--- src/rtl/int_ctrl_pkg.sv ---
// Shared definitions for the interrupt controller: register map, pending-bit
// layout, vector-select encodings, FSM states and the source priority encoder.
package int_ctrl_pkg;

  localparam logic [1:0] ADDR_MASK = 2'd2;
  localparam logic [1:0] ADDR_STAT = 2'd3;

  localparam int PEND_TIQ  = 2;
  localparam int PEND_IRQ1 = 1;
  localparam int PEND_IRQ2 = 0;

  typedef enum logic [1:0] {
    VEC_NONE = 2'b00,
    VEC_IRQ2 = 2'b01,
    VEC_IRQ1 = 2'b10,
    VEC_TIQ  = 2'b11
  } vec_sel_e;

  typedef enum logic {
    ST_IDLE = 1'b0,
    ST_HOLD = 1'b1
  } state_e;

  // Fixed priority TIQ > IRQ1 > IRQ2; nothing enabled yields the spurious code.
  function automatic vec_sel_e prio_sel(input logic [2:0] req);
    if (req[PEND_TIQ])       return VEC_TIQ;
    else if (req[PEND_IRQ1]) return VEC_IRQ1;
    else if (req[PEND_IRQ2]) return VEC_IRQ2;
    else                     return VEC_NONE;
  endfunction

endpackage

--- src/rtl/int_ctrl_if.sv ---
// CPU register-bus signals for the interrupt-controller page.
interface int_ctrl_if;
  logic       re;
  logic       we;
  logic       CEI_n;
  logic [1:0] addr;
  logic [7:0] dIn;
  logic [7:0] dOut;

  modport master (output re, we, CEI_n, addr, dIn, input dOut);
  modport slave  (input re, we, CEI_n, addr, dIn, output dOut);
endinterface

--- src/rtl/int_ctrl_irq_sync.sv ---
// Two-flop synchronizer for an asynchronous active-low pin; idles deasserted (1).
module irq_sync (
  input  logic clk,
  input  logic reset,
  input  logic async_n_i,
  output logic sync_n_o
);

  logic meta_q;
  logic sync_q;

  always_ff @(posedge clk) begin
    if (reset) begin
      meta_q <= 1'b1;
      sync_q <= 1'b1;
    end else begin
      meta_q <= async_n_i;
      sync_q <= meta_q;
    end
  end

  assign sync_n_o = sync_q;

endmodule

--- src/rtl/int_ctrl.sv ---
// Interrupt controller: mask/status register page, registered irq_n, timer
// acknowledge pulse and a vector-latch FSM holding the serviced source.
module int_ctrl
  import int_ctrl_pkg::*;
(
  input  logic        clk,
  input  logic        reset,
  input  logic        clk_en,
  int_ctrl_if.slave   bus,
  input  logic        TIQ_n,
  output logic        TIQ_ack,
  input  logic        IRQ1_n,
  input  logic        IRQ2_n,
  output logic        irq_n,
  input  logic        vec_req,
  input  logic        vec_done,
  output logic [1:0]  vec_sel
);

  logic       irq1_sync_n;
  logic       irq2_sync_n;
  logic [2:0] pending;
  logic [2:0] enabled;
  logic       sel;
  logic       mask_wr;
  logic       stat_wr;

  logic [2:0] mask_q,    mask_d;
  logic       tiq_ack_q, tiq_ack_d;
  logic       irq_n_q,   irq_n_d;
  state_e     state_q,   state_d;
  vec_sel_e   vec_sel_q, vec_sel_d;

  // Synchronizers run every clk, independent of the CPU phase enable.
  irq_sync u_sync_irq1 (
    .clk       (clk),
    .reset     (reset),
    .async_n_i (IRQ1_n),
    .sync_n_o  (irq1_sync_n)
  );

  irq_sync u_sync_irq2 (
    .clk       (clk),
    .reset     (reset),
    .async_n_i (IRQ2_n),
    .sync_n_o  (irq2_sync_n)
  );

  always_comb begin
    pending            = 3'b000;
    pending[PEND_TIQ]  = ~TIQ_n;
    pending[PEND_IRQ1] = ~irq1_sync_n;
    pending[PEND_IRQ2] = ~irq2_sync_n;
  end

  assign enabled = pending & ~mask_q;
  assign sel     = ~bus.CEI_n;
  assign mask_wr = clk_en & sel & bus.we & (bus.addr == ADDR_MASK);
  assign stat_wr = clk_en & sel & bus.we & (bus.addr == ADDR_STAT);

  always_comb begin
    bus.dOut = 8'h00;
    if (sel && bus.re) begin
      case (bus.addr)
        ADDR_MASK: bus.dOut = {5'b0, mask_q};
        ADDR_STAT: bus.dOut = {5'b0, pending};
        default:   bus.dOut = 8'h00;
      endcase
    end
  end

  // Register-map and request state; everything below advances only on clk_en.
  always_comb begin
    mask_d    = mask_q;
    tiq_ack_d = tiq_ack_q;
    irq_n_d   = irq_n_q;
    if (clk_en) begin
      tiq_ack_d = stat_wr;
      irq_n_d   = ~|enabled;
      if (mask_wr) mask_d = bus.dIn[2:0];
    end
  end

  // The latch reads mask_q, so a same-cycle mask write cannot affect it.
  always_comb begin
    state_d   = state_q;
    vec_sel_d = vec_sel_q;
    if (clk_en) begin
      case (state_q)
        ST_IDLE: begin
          if (vec_req) begin
            state_d   = ST_HOLD;
            vec_sel_d = prio_sel(enabled);
          end
        end
        ST_HOLD: begin
          if (vec_done) state_d = ST_IDLE;
        end
        default: state_d = ST_IDLE;
      endcase
    end
  end

  always_ff @(posedge clk) begin
    if (reset) begin
      mask_q    <= 3'b000;
      tiq_ack_q <= 1'b0;
      irq_n_q   <= 1'b1;
      state_q   <= ST_IDLE;
      vec_sel_q <= VEC_NONE;
    end else begin
      mask_q    <= mask_d;
      tiq_ack_q <= tiq_ack_d;
      irq_n_q   <= irq_n_d;
      state_q   <= state_d;
      vec_sel_q <= vec_sel_d;
    end
  end

  assign TIQ_ack = tiq_ack_q;
  assign irq_n   = irq_n_q;
  assign vec_sel = vec_sel_q;

endmodule
--- src/flat_wrapper.sv ---
// flat-port wrapper written by rule: the top's interface ports become plain ports
module int_ctrl_flat import int_ctrl_pkg::*;
  (clk, reset, clk_en, TIQ_n, TIQ_ack, IRQ1_n, IRQ2_n, irq_n, vec_req, vec_done, vec_sel, bus_re, bus_we, bus_CEI_n, bus_addr, bus_dIn, bus_dOut);
  int_ctrl_if bus_i ();
  input  logic clk;
  input  logic reset;
  input  logic clk_en;
  input  logic TIQ_n;
  output logic TIQ_ack;
  input  logic IRQ1_n;
  input  logic IRQ2_n;
  output logic irq_n;
  input  logic vec_req;
  input  logic vec_done;
  output logic [1:0] vec_sel;
  input wire logic [$bits(bus_i.re)-1:0] bus_re;
  input wire logic [$bits(bus_i.we)-1:0] bus_we;
  input wire logic [$bits(bus_i.CEI_n)-1:0] bus_CEI_n;
  input wire logic [$bits(bus_i.addr)-1:0] bus_addr;
  input wire logic [$bits(bus_i.dIn)-1:0] bus_dIn;
  output wire logic [$bits(bus_i.dOut)-1:0] bus_dOut;
  assign bus_i.re = bus_re;
  assign bus_i.we = bus_we;
  assign bus_i.CEI_n = bus_CEI_n;
  assign bus_i.addr = bus_addr;
  assign bus_i.dIn = bus_dIn;
  assign bus_dOut = bus_i.dOut;
  int_ctrl u_core (.clk(clk), .reset(reset), .clk_en(clk_en), .bus(bus_i), .TIQ_n(TIQ_n), .TIQ_ack(TIQ_ack), .IRQ1_n(IRQ1_n), .IRQ2_n(IRQ2_n), .irq_n(irq_n), .vec_req(vec_req), .vec_done(vec_done), .vec_sel(vec_sel));
endmodule
--- config.mk ---
export PLATFORM = sky130hd
export DESIGN_NAME = int_ctrl_flat
export DESIGN_NICKNAME = d
export VERILOG_FILES = /design/src/rtl/int_ctrl_pkg.sv /design/src/rtl/int_ctrl_if.sv /design/src/rtl/int_ctrl_irq_sync.sv /design/src/rtl/int_ctrl.sv /design/src/flat_wrapper.sv
export SDC_FILE = /design/constraint.sdc
export NUM_CORES = 1
export LEC_CHECK = 0
export ABC_CLOCK_PERIOD_IN_PS = 1900
export CORE_MARGIN = 3
export CORE_UTILIZATION = 35
export CTS_CLUSTER_SIZE = 40
export DETAILED_ROUTE_END_ITERATION = 12
export PLACE_DENSITY = 0.75
export SLEW_MARGIN = 20
export SYNTH_ARGS = -nofsm -noshare
export SYNTH_HDL_FRONTEND = slang
export SYNTH_SLANG_ARGS = --single-unit
--- constraint.sdc ---
create_clock -name clk -period 1.9 [get_ports clk]
set_input_delay 0.285 -clock clk [delete_from_list [all_inputs] [get_ports clk]]
set_output_delay 0.285 -clock clk [all_outputs]
set_load 0.01 [all_outputs]
==> impl_metrics.json <==
{
  "outcome": "completed",
  "synth_top_cell_area_share_pct": 41.9,
  "met2_usage_pct": 20.3,
  "cts_tree": "done",
  "period_minus_slack_ps": 1790,
  "gp_congestion": 0.672,
  "worstSetupPathType": "in -> out",
  "globalRouteMet3Util_pct": 6.64,
  "track_usage_pct": 12.9,
  "numCtsBuffers": 3,
  "finish.utilization_pct": 57.3,
  "wirelength_microns": 1160,
  "fin_crit_sh_pct": 94.3,
  "drtIter0Drc": 0,
  "routed-via-count": 490,
  "regToRegStartpoint": "u_core.state_q$_SDFFE_PP0P_",
  "rsz0062_at_grt": "no",
  "worst_setup_path_end_kind": "output pin",
  "reg2reg_to": "u_core.vec_sel[0]$_SDFFE_PP0P_",
  "place_ws_ps": -301,
  "drt_pass1_iterations": 1,
  "netlist_instances": 62,
  "detail-route-antenna-nets": 0,
  "leakagePower_nw": 0.330,
  "peakVddDrop_mv": 0.417,
  "hold_depth": 1,
  "required_ps": 1620,
  "synth.distinct_cells": 21,
  "hp-start": "u_core.u_sync_irq2.meta_q$_SDFF_PP1_",
  "worst_setup_path_start_kind": "input port",
  "rows": 13,
  "cts_buffer_depth": 2,
  "hold_class": "reg -> reg",
  "met1_usage_pct": 13.3,
  "p_per_area_nw_per_um2": 630,
  "io_pins": 33,
  "cp.arrival_ps": 1510,
  "grt_first_pass_wirelength_microns": 1850,
  "cts_resized": 4,
  "grt.overflow.total": 0,
  "power_mw": 0.511,
  "path_clk_slew_ps": 70,
  "dpl.hpwl_microns": 902,
  "avgSynthCellArea_sq_um": 9.24,
  "seq_area_frac_synth_pct": 41.9,
  "drc": 0,
  "coreArea_sq_um": 1420,
  "initial_core_util_pct": 40.5,
  "critPathMaxFanout": 3,
  "drive_gt1_share_pct": 15.1,
  "grt-busiest-layer": "met2",
  "synth-seq-cells": 12,
  "grt_max_degree": 16,
  "chipHeight_microns": 46.5,
  "viasPerCell": 4.85,
  "rrSetupSlack_ps": 1000,
  "worst_slack_ps": 107,
  "drv_slew": 0,
  "antenna_found_initial": 0,
  "cts_hold_buf": 0,
  "syn_to_final_growth_pct": 41.5,
  "max_freq_ghz": 0.558,
  "finClkSkew_ps": 2.09,
  "grt_pass1_vias": 435,
  "syn-cell-area_sq_um": 573,
  "antenna_cells": 0,
  "clock_latency_ps": 270,
  "finish.net_count": 109,
  "setup_viol": 0,
  "synth-warning-count": 0,
  "clock_sinks": 12,
  "portBuffers": 22,
  "synthTopCellsByArea": "dfxtp_1, buf_4, mux2i_1",
  "max_cap_viol_count": 0,
  "root_buffer": "clkbuf_4",
  "hold_violations": 0,
  "synth.largest_area_cell": "dfxtp_1",
  "detail_route.wl_per_cell_microns": 11.5,
  "fp.dieW_microns": 46.5,
  "die_area_sq_um": 2160,
  "whs_ps": 404,
  "ctsHtreeMaxLevel": 1,
  "holdPathEnd": "u_core.u_sync_irq2.sync_n_o$_SDFF_PP1_",
  "postCtsSetupBuffers": 0,
  "fin_setup_tns_ps": 0,
  "reg2reg_depth": 3
}
## cell type report
cell class              count  area [sq um]
clock buffers               3          22.5
fillers                   135           604
inverters                   2          7.51
multi-input cells          44           283
flip-flops and latches     12           240
well taps                  15          18.8
repair buffers             25           239
## cells in the mapped netlist (all sizes together)
cell,number
a211oi,3
a21oi,4
and4b,1
buf,8
conb,1
dfxtp,12
inv,2
mux2i,4
nand2,4
nand3b,1
nand4,1
nor2,5
nor2b,1
o21a,1
o21ai,2
o22ai,1
o32ai,1
or2,4
or2b,6
## worst max-delay path by stage
stage | start | endpoint
final | bus_addr[1] | bus_dOut[2]
after floorplan | bus_addr[1] | bus_dOut[0]
after global routing | bus_addr[1] | bus_dOut[1]
after global placement | bus_addr[1] | bus_dOut[2]
after detailed placement | bus_addr[1] | bus_dOut[1]
after CTS | bus_addr[1] | bus_dOut[2]
## placed cells by master, fill, tap and decap left out
cell / n
and4b_1: 1
o22ai_1: 1
clkbuf_4: 3
conb_1: 5
o32ai_1: 1
inv_1: 2
nand2_2: 1
clkdlybuf4s50_1: 19
dlygate4sd2_1: 3
nand2_1: 3
o21ai_0: 2
or2b_2: 4
nand3b_1: 1
nor2b_2: 1
a211oi_2: 1
o21a_1: 1
nor2_1: 5
nand4_1: 1
mux2i_1: 4
a211oi_1: 2
dfxtp_1: 12
buf_4: 3
or2_1: 4
a21oi_1: 4
or2b_1: 2
## power by group
part           total, mW  leakage, nW  switching [mW]  internal, mW
registers          0.268       0.0986         0.00539         0.262
clock network      0.154       0.0138          0.0804        0.0735
logic             0.0895        0.218          0.0345        0.0549
## metal layers
layer | vias up | share of wire (%) | wire, microns
met1 | 215 | 40 | 464
met3 | 5 | 12 | 143
met4 | 0 | 2.4 | 28
met2 | 22 | 45 | 526
met5 | - | 0 | 0
li1 | 248 | - | -
## per-stage QoR
stage / std cells / instance area (sq um)
final: 101 / 811
after global routing: 101 / 811
after CTS: 101 / 806
after detailed placement: 98 / 782
after global placement: 98 / 782
after floorplan: 66 / 588
## flip-flops by register name, summed over array words and instances, names as in the netlist
register and flops:
u_core.irq_n 1, u_core.vec_sel 2, u_core.u_sync_irq1.sync_n_o 1, u_core.mask_q 3, u_core.u_sync_irq1.meta_q 1, u_core.state_q 1
u_core.TIQ_ack 1, u_core.u_sync_irq2.sync_n_o 1, u_core.u_sync_irq2.meta_q 1
## kinds of logic after synthesis
family / Yosys count / synth area share (%)
other: 1 / 0.654
and+or+nand+nor: 23 / 24.2
buffers and inverters: 10 / 13.1
DFF: 12 / 41.9
AOI/OAI and AO/OA: 12 / 13.1
muxes: 4 / 6.99
## critical path: stages
cell and delay, ps:
clkdlybuf4s50_1 450, nor2b_2 160, nand2_2 100, a211oi_1 220
dlygate4sd2_1 290
No activity file was read; power rests on OpenSTA's default activity.
